### src/rtl/clk_divider_prog.sv
// clk_divider_prog: multi-channel, run-time programmable clock/tick divider.
// Each channel counts 0..div-1 on CLK_IN. In clock mode it drives a
// registered near-50% CLK_OUT (low ceil(div/2), high floor(div/2)); in tick
// mode it drives a one-cycle TICK after every period. New configuration goes
// into a per-channel shadow register and becomes active only at a period
// boundary, or at once while the channel is disabled. Because of this, no
// output phase is ever cut short.
// Ports:
//   CLK_IN   system clock, rising edge
//   RST_N    asynchronous active-low reset
//   EN       per-channel run enable
//   CFG_WE   configuration write strobe (one cycle per write)
//   CFG_CH   target channel of the write
//   CFG_DIV  new divisor (full period in CLK_IN cycles, >= 2)
//   CFG_MODE new mode (0 = clock, 1 = tick)
//   CFG_ERR  one-cycle pulse after a rejected write
//   PENDING  per-channel shadow config waiting for its apply point
//   CLK_OUT  per-channel divided clock (mode 0)
//   TICK     per-channel one-cycle period pulse (mode 1)
module clk_divider_prog #(
  parameter int unsigned NUM_CH       = 2,
  parameter int unsigned WIDTH        = 16,
  parameter int unsigned DEFAULT_DIV  = 5000,
  parameter bit          DEFAULT_MODE = 1'b0,
  localparam int unsigned CH_W        = (NUM_CH > 1) ? $clog2(NUM_CH) : 1
) (
  input  logic              CLK_IN,
  input  logic              RST_N,
  input  logic [NUM_CH-1:0] EN,
  input  logic              CFG_WE,
  input  logic [CH_W-1:0]   CFG_CH,
  input  logic [WIDTH-1:0]  CFG_DIV,
  input  logic              CFG_MODE,
  output logic              CFG_ERR,
  output logic [NUM_CH-1:0] PENDING,
  output logic [NUM_CH-1:0] CLK_OUT,
  output logic [NUM_CH-1:0] TICK
);

  if (NUM_CH < 1 || NUM_CH > 8) begin : g_bad_num_ch
    $error("clk_divider_prog: NUM_CH must be in 1..8");
  end
  if (DEFAULT_DIV < 2 || 64'(DEFAULT_DIV) >= (64'd1 << WIDTH)) begin : g_bad_default_div
    $error("clk_divider_prog: DEFAULT_DIV must satisfy 2 <= DEFAULT_DIV < 2**WIDTH");
  end

  logic wr_valid;

  always_comb begin
    wr_valid = (CFG_DIV >= WIDTH'(2)) && (32'(CFG_CH) < NUM_CH);
  end

  always_ff @(posedge CLK_IN or negedge RST_N) begin
    if (!RST_N) begin
      CFG_ERR <= 1'b0;
    end else begin
      CFG_ERR <= CFG_WE && !wr_valid;
    end
  end

  for (genvar g = 0; g < NUM_CH; g++) begin : g_ch
    logic [WIDTH-1:0] count;
    logic [WIDTH-1:0] div_act;
    logic [WIDTH-1:0] div_sh;
    logic             mode_act;
    logic             mode_sh;
    logic             pend;
    logic             clk_q;
    logic             tick_q;
    logic [WIDTH:0]   half;
    logic             boundary;
    logic             rise;
    logic             apply;
    logic             wr_hit;

    always_comb begin
      // ceil(div/2) needs the extra bit so div = 2**WIDTH-1 does not wrap
      half     = ({1'b0, div_act} + (WIDTH+1)'(1)) >> 1;
      boundary = (count == div_act - WIDTH'(1));
      rise     = ({1'b0, count} == half - (WIDTH+1)'(1));
      apply    = !EN[g] || boundary;
      wr_hit   = CFG_WE && wr_valid && (CFG_CH == CH_W'(g));
    end

    always_ff @(posedge CLK_IN or negedge RST_N) begin
      if (!RST_N) begin
        count    <= '0;
        div_act  <= WIDTH'(DEFAULT_DIV);
        mode_act <= DEFAULT_MODE;
        div_sh   <= WIDTH'(DEFAULT_DIV);
        mode_sh  <= DEFAULT_MODE;
        pend     <= 1'b0;
        clk_q    <= 1'b0;
        tick_q   <= 1'b0;
      end else begin
        if (wr_hit) begin
          div_sh  <= CFG_DIV;
          mode_sh <= CFG_MODE;
        end

        // A write landing on the apply cycle bypasses the shadow.
        if (apply) begin
          if (wr_hit) begin
            div_act  <= CFG_DIV;
            mode_act <= CFG_MODE;
            pend     <= 1'b0;
          end else if (pend) begin
            div_act  <= div_sh;
            mode_act <= mode_sh;
            pend     <= 1'b0;
          end
        end else if (wr_hit) begin
          pend <= 1'b1;
        end

        if (!EN[g]) begin
          count  <= '0;
          clk_q  <= 1'b0;
          tick_q <= 1'b0;
        end else if (boundary) begin
          // The tick marks the end of the period under the mode that produced it.
          count  <= '0;
          clk_q  <= 1'b0;
          tick_q <= mode_act;
        end else begin
          count  <= count + WIDTH'(1);
          tick_q <= 1'b0;
          if (rise && !mode_act) begin
            clk_q <= 1'b1;
          end
        end
      end
    end

    assign PENDING[g] = pend;
    assign CLK_OUT[g] = clk_q;
    assign TICK[g]    = tick_q;
  end

endmodule
### config.mk
export PLATFORM = sky130hd
export DESIGN_NAME = clk_divider_prog
export DESIGN_NICKNAME = d
export VERILOG_FILES = /design/src/rtl/clk_divider_prog.sv
export SDC_FILE = /design/constraint.sdc
export NUM_CORES = 1
export LEC_CHECK = 0
export BUFFER_PORTS_ARGS = -buffer_cell sky130_fd_sc_hd__buf_2
export CAP_MARGIN = 20
export CORE_ASPECT_RATIO = 1.4
export CORE_MARGIN = 2
export CORE_UTILIZATION = 55
export CTS_BUF_LIST = sky130_fd_sc_hd__clkbuf_16
export CTS_CLUSTER_DIAMETER = 60
export DETAILED_ROUTE_END_ITERATION = 7
export GPL_TIMING_DRIVEN = 0
export PLACE_DENSITY_LB_ADDON = 0.25
export SLEW_MARGIN = 20
export SYNTH_ARGS = -nofsm -noshare
export SYNTH_HDL_FRONTEND = slang
export SYNTH_SLANG_ARGS = --single-unit
### constraint.sdc
create_clock -name CLK_IN -period 5.5 [get_ports CLK_IN]
set_clock_uncertainty 0.2 [all_clocks]
set_input_delay 0 -clock CLK_IN [delete_from_list [all_inputs] [get_ports CLK_IN]]
set_output_delay 0 -clock CLK_IN [all_outputs]
set_load 0.03 [all_outputs]
==> out/results.ini <==
[clock_network]
cts_hold_buf = 24
worstSkewPairLatency_ns = 0.35
cts_root_buf = clkbuf_16
cts_resized = 0
clkSinkCount = 107
cts_buffers = 9
htree_levels = 3
cts_buffer_depth = 2
clk_pin_slew_worst_paths_ns = 0.07
cts_tree = yes
post_cts_buffers = 0

[place]
place_ws_ns = 1.051
numPortBuffers = 29
dpl.hpwl_um = 14300
dpl_cell_area_um2 = 8178
gp_congestion = 0.8816
dp.cells = 1072

[detailed_routing]
drt_iter0_drc = 326
firstDrtPassIters = 5
wirelength_um = 18830
antenna_left = 0
vias = 6504
via_per_inst = 5.849
avgRoutedWirePerCell_um = 16.94
drc = 0

[power_and_ir_drop]
total_power_mw = 2.926
ir_worst_vdd_v = 0.0001731
power_leakage_nw = 3.447
powerDensity_nw_per_um2 = 336.1

[final_layout]
fin_nets = 953
diodes = 0
final_cells = 1112
final_util_pct = 62.86
fin_area_um2 = 8705
n_fill_cell = 1242
drive_above_1_share_pct = 17.58
area_growth_pct = 12.07

[synthesis]
syn_nets = 888
synth_commonest_cells = xnor2_1 (88), dfrtp_1 (87), nor2_1 (82)
synth_edf_count = 0
avgSynthCellArea_um2 = 9.064
synthCells = 857
postSynth.asyncResetShare_pct = 100.0
ys_seq_elements = 107
yosysMostFrequentCell = xnor2_1
ys_seq_area_share_pct = 34.79
ys_types = 64
synth_top_area_cell = dfrtp_1
synth_area_um2 = 7767
synth_flop_cell = dfrtp_1
netlist_top_cells_area = dfrtp_1 (28%), xnor2_1 (9.9%), mux2_2 (8.7%)
synth_top_area_share_pct = 28.03
yosysWarnings = 0

[die]
start_util_pct = 56.09
fp-row-count = 51
die_h_um = 144.6
die_w_um = 104.4
core_area_um2 = 13850
io_pins = 30
fp.dieArea_um2 = 15100

[critical_path]
worstPathMaxFanout = 10
crit_chain = buf_2, inv_1, ha_1, nor3b_1, nand4_1, a2111oi_0, a211oi_1, a21oi_1, and4_1, nand2b_1, buf_4, o21a_1, buf_2, buf_4, mux2_2
slowest_delay_ns = 0.65
critPathSlowestCell = nor3b_1
endpoint_kind = flip-flop
required_ns = 5.53
startpoint_type = flip-flop
cp.arrival_ns = 4.77
criticalPathCategory = flip-flop to flip-flop

[hold_path]
min_path_type = primary input to flip-flop

[sta]
period_share_pct = 86.06
worst_slew_pin_slew_ns = 0.9349
slew_headroom_pct = 37.10
max_freq_mhz = 211.3
finalWorstSetupSlack_ns = 0.7668
fin_crit_ns = 4.733
grt_setup_unrepaired = no
setup_tns_ns = 0
hold_viol = 0
slew_viol_final = 0
setup_viol = 0
hold_slack_ns = 0.06347

[global_route]
gr-usage-all-layers_pct = 25.84
grt_max_degree = 77
grt_pass1_wl_um = 31030
antenna_found_initial = 0
grt_pass1_vias = 6360
overflow = 0

[outcome]
status = finished, final reports clean

[job]
maxCapViolCount = 0

-- sequential cells by signal, indices dropped and copies added, names as in the netlist, 2 cells and up --
name and count:
g_ch.mode_sh 2, g_ch.div_act 32, g_ch.div_sh 32, g_ch.mode_act 2, g_ch.count 32, g_ch.tick_q 2
g_ch.pend 2, g_ch.clk_q 2
-- where the power goes --
| part | internal [mW] | switching [mW] |
|---|---|---|
| clock | 0.310 | 0.297 |
| sequential | 0.926 | 0.0845 |
| combinational | 0.550 | 0.758 |
-- layout by cell type (no fill, tap or decap), types with 15 or more instances in the layout --
cell type	count
nand4_1	16
dfstp_2	20
dfrtp_1	87
clkbuf_1	53
nor2_1	82
xnor2_1	88
and3_1	24
o21ai_0	20
nand2_1	48
mux2_2	60
a21oi_1	15
xor2_1	49
buf_2	37
nor3_1	26
dlygate4sd3_1	23
nand3_1	42
inv_1	23
-- per-layer routing --
layer | part of all wire (%) | global-route usage, %
met1 | 39 | 28.06
met2 | 55 | 50.40
met3 | 2.6 | 2.749
met4 | 3.6 | 11.45
met5 | 0 | 0
-- worst max-delay path: cells and delay by family (launching register included) --
family / cells / cell delay [ns]
fa+ha+maj: 1 / 0.24
buf+inv: 5 / 0.92
flops: 1 / 0.43
simple gates: 4 / 1.33
mux: 1 / 0.36
compound gates: 4 / 1.13
-- cell type report --
type / count / area (um2) / area share (%)
plain buffers: 76 / 334.1 / 3.838
multi-input cells: 651 / 4644 / 53.36
inverters: 23 / 86.33 / 0.9918
clock buffers: 9 / 225.2 / 2.587
repair buffers: 54 / 429.2 / 4.930
clock inverters: 7 / 51.30 / 0.5893
flip-flops and latches: 107 / 2703 / 31.05
well taps: 185 / 231.5 / 2.659
-- cell families after synthesis --
| group | count (synthesis) | synth area share [%] |
|---|---|---|
| buffers and inverters | 99 | 5.412 |
| AOI/OAI and AO/OA | 113 | 10.57 |
| and+or+nand+nor | 317 | 21.09 |
| muxes | 76 | 11.40 |
| DFF | 107 | 34.79 |
| adders and majority gates | 8 | 1.289 |
| xor gates and xnor gates | 137 | 15.45 |
-- path summary, 6_finish.rpt --
| path | end | start | depth (start not counted) | slack (ns) |
|---|---|---|---|---|
| worst max-delay path | g_ch[0].div_act[13] | g_ch[0].div_act[0] | 15 | 0.77 |
| max in group asynchronous | g_ch[0].div_sh[12] | RST_N | 4 | 4.14 |
| worst min-delay path | g_ch[0].div_sh[4] | CFG_CH | 3 | 0.06 |
| worst max register to register | g_ch[0].div_act[13] | g_ch[0].div_act[0] | 15 | 0.77 |
| worst min register to register | g_ch[0].div_sh[14] | g_ch[0].div_sh[14] | 1 | 0.30 |
| min in group asynchronous | g_ch[1].div_act[1] | RST_N | 4 | 0.53 |
(Power assumes the default switching activity.)
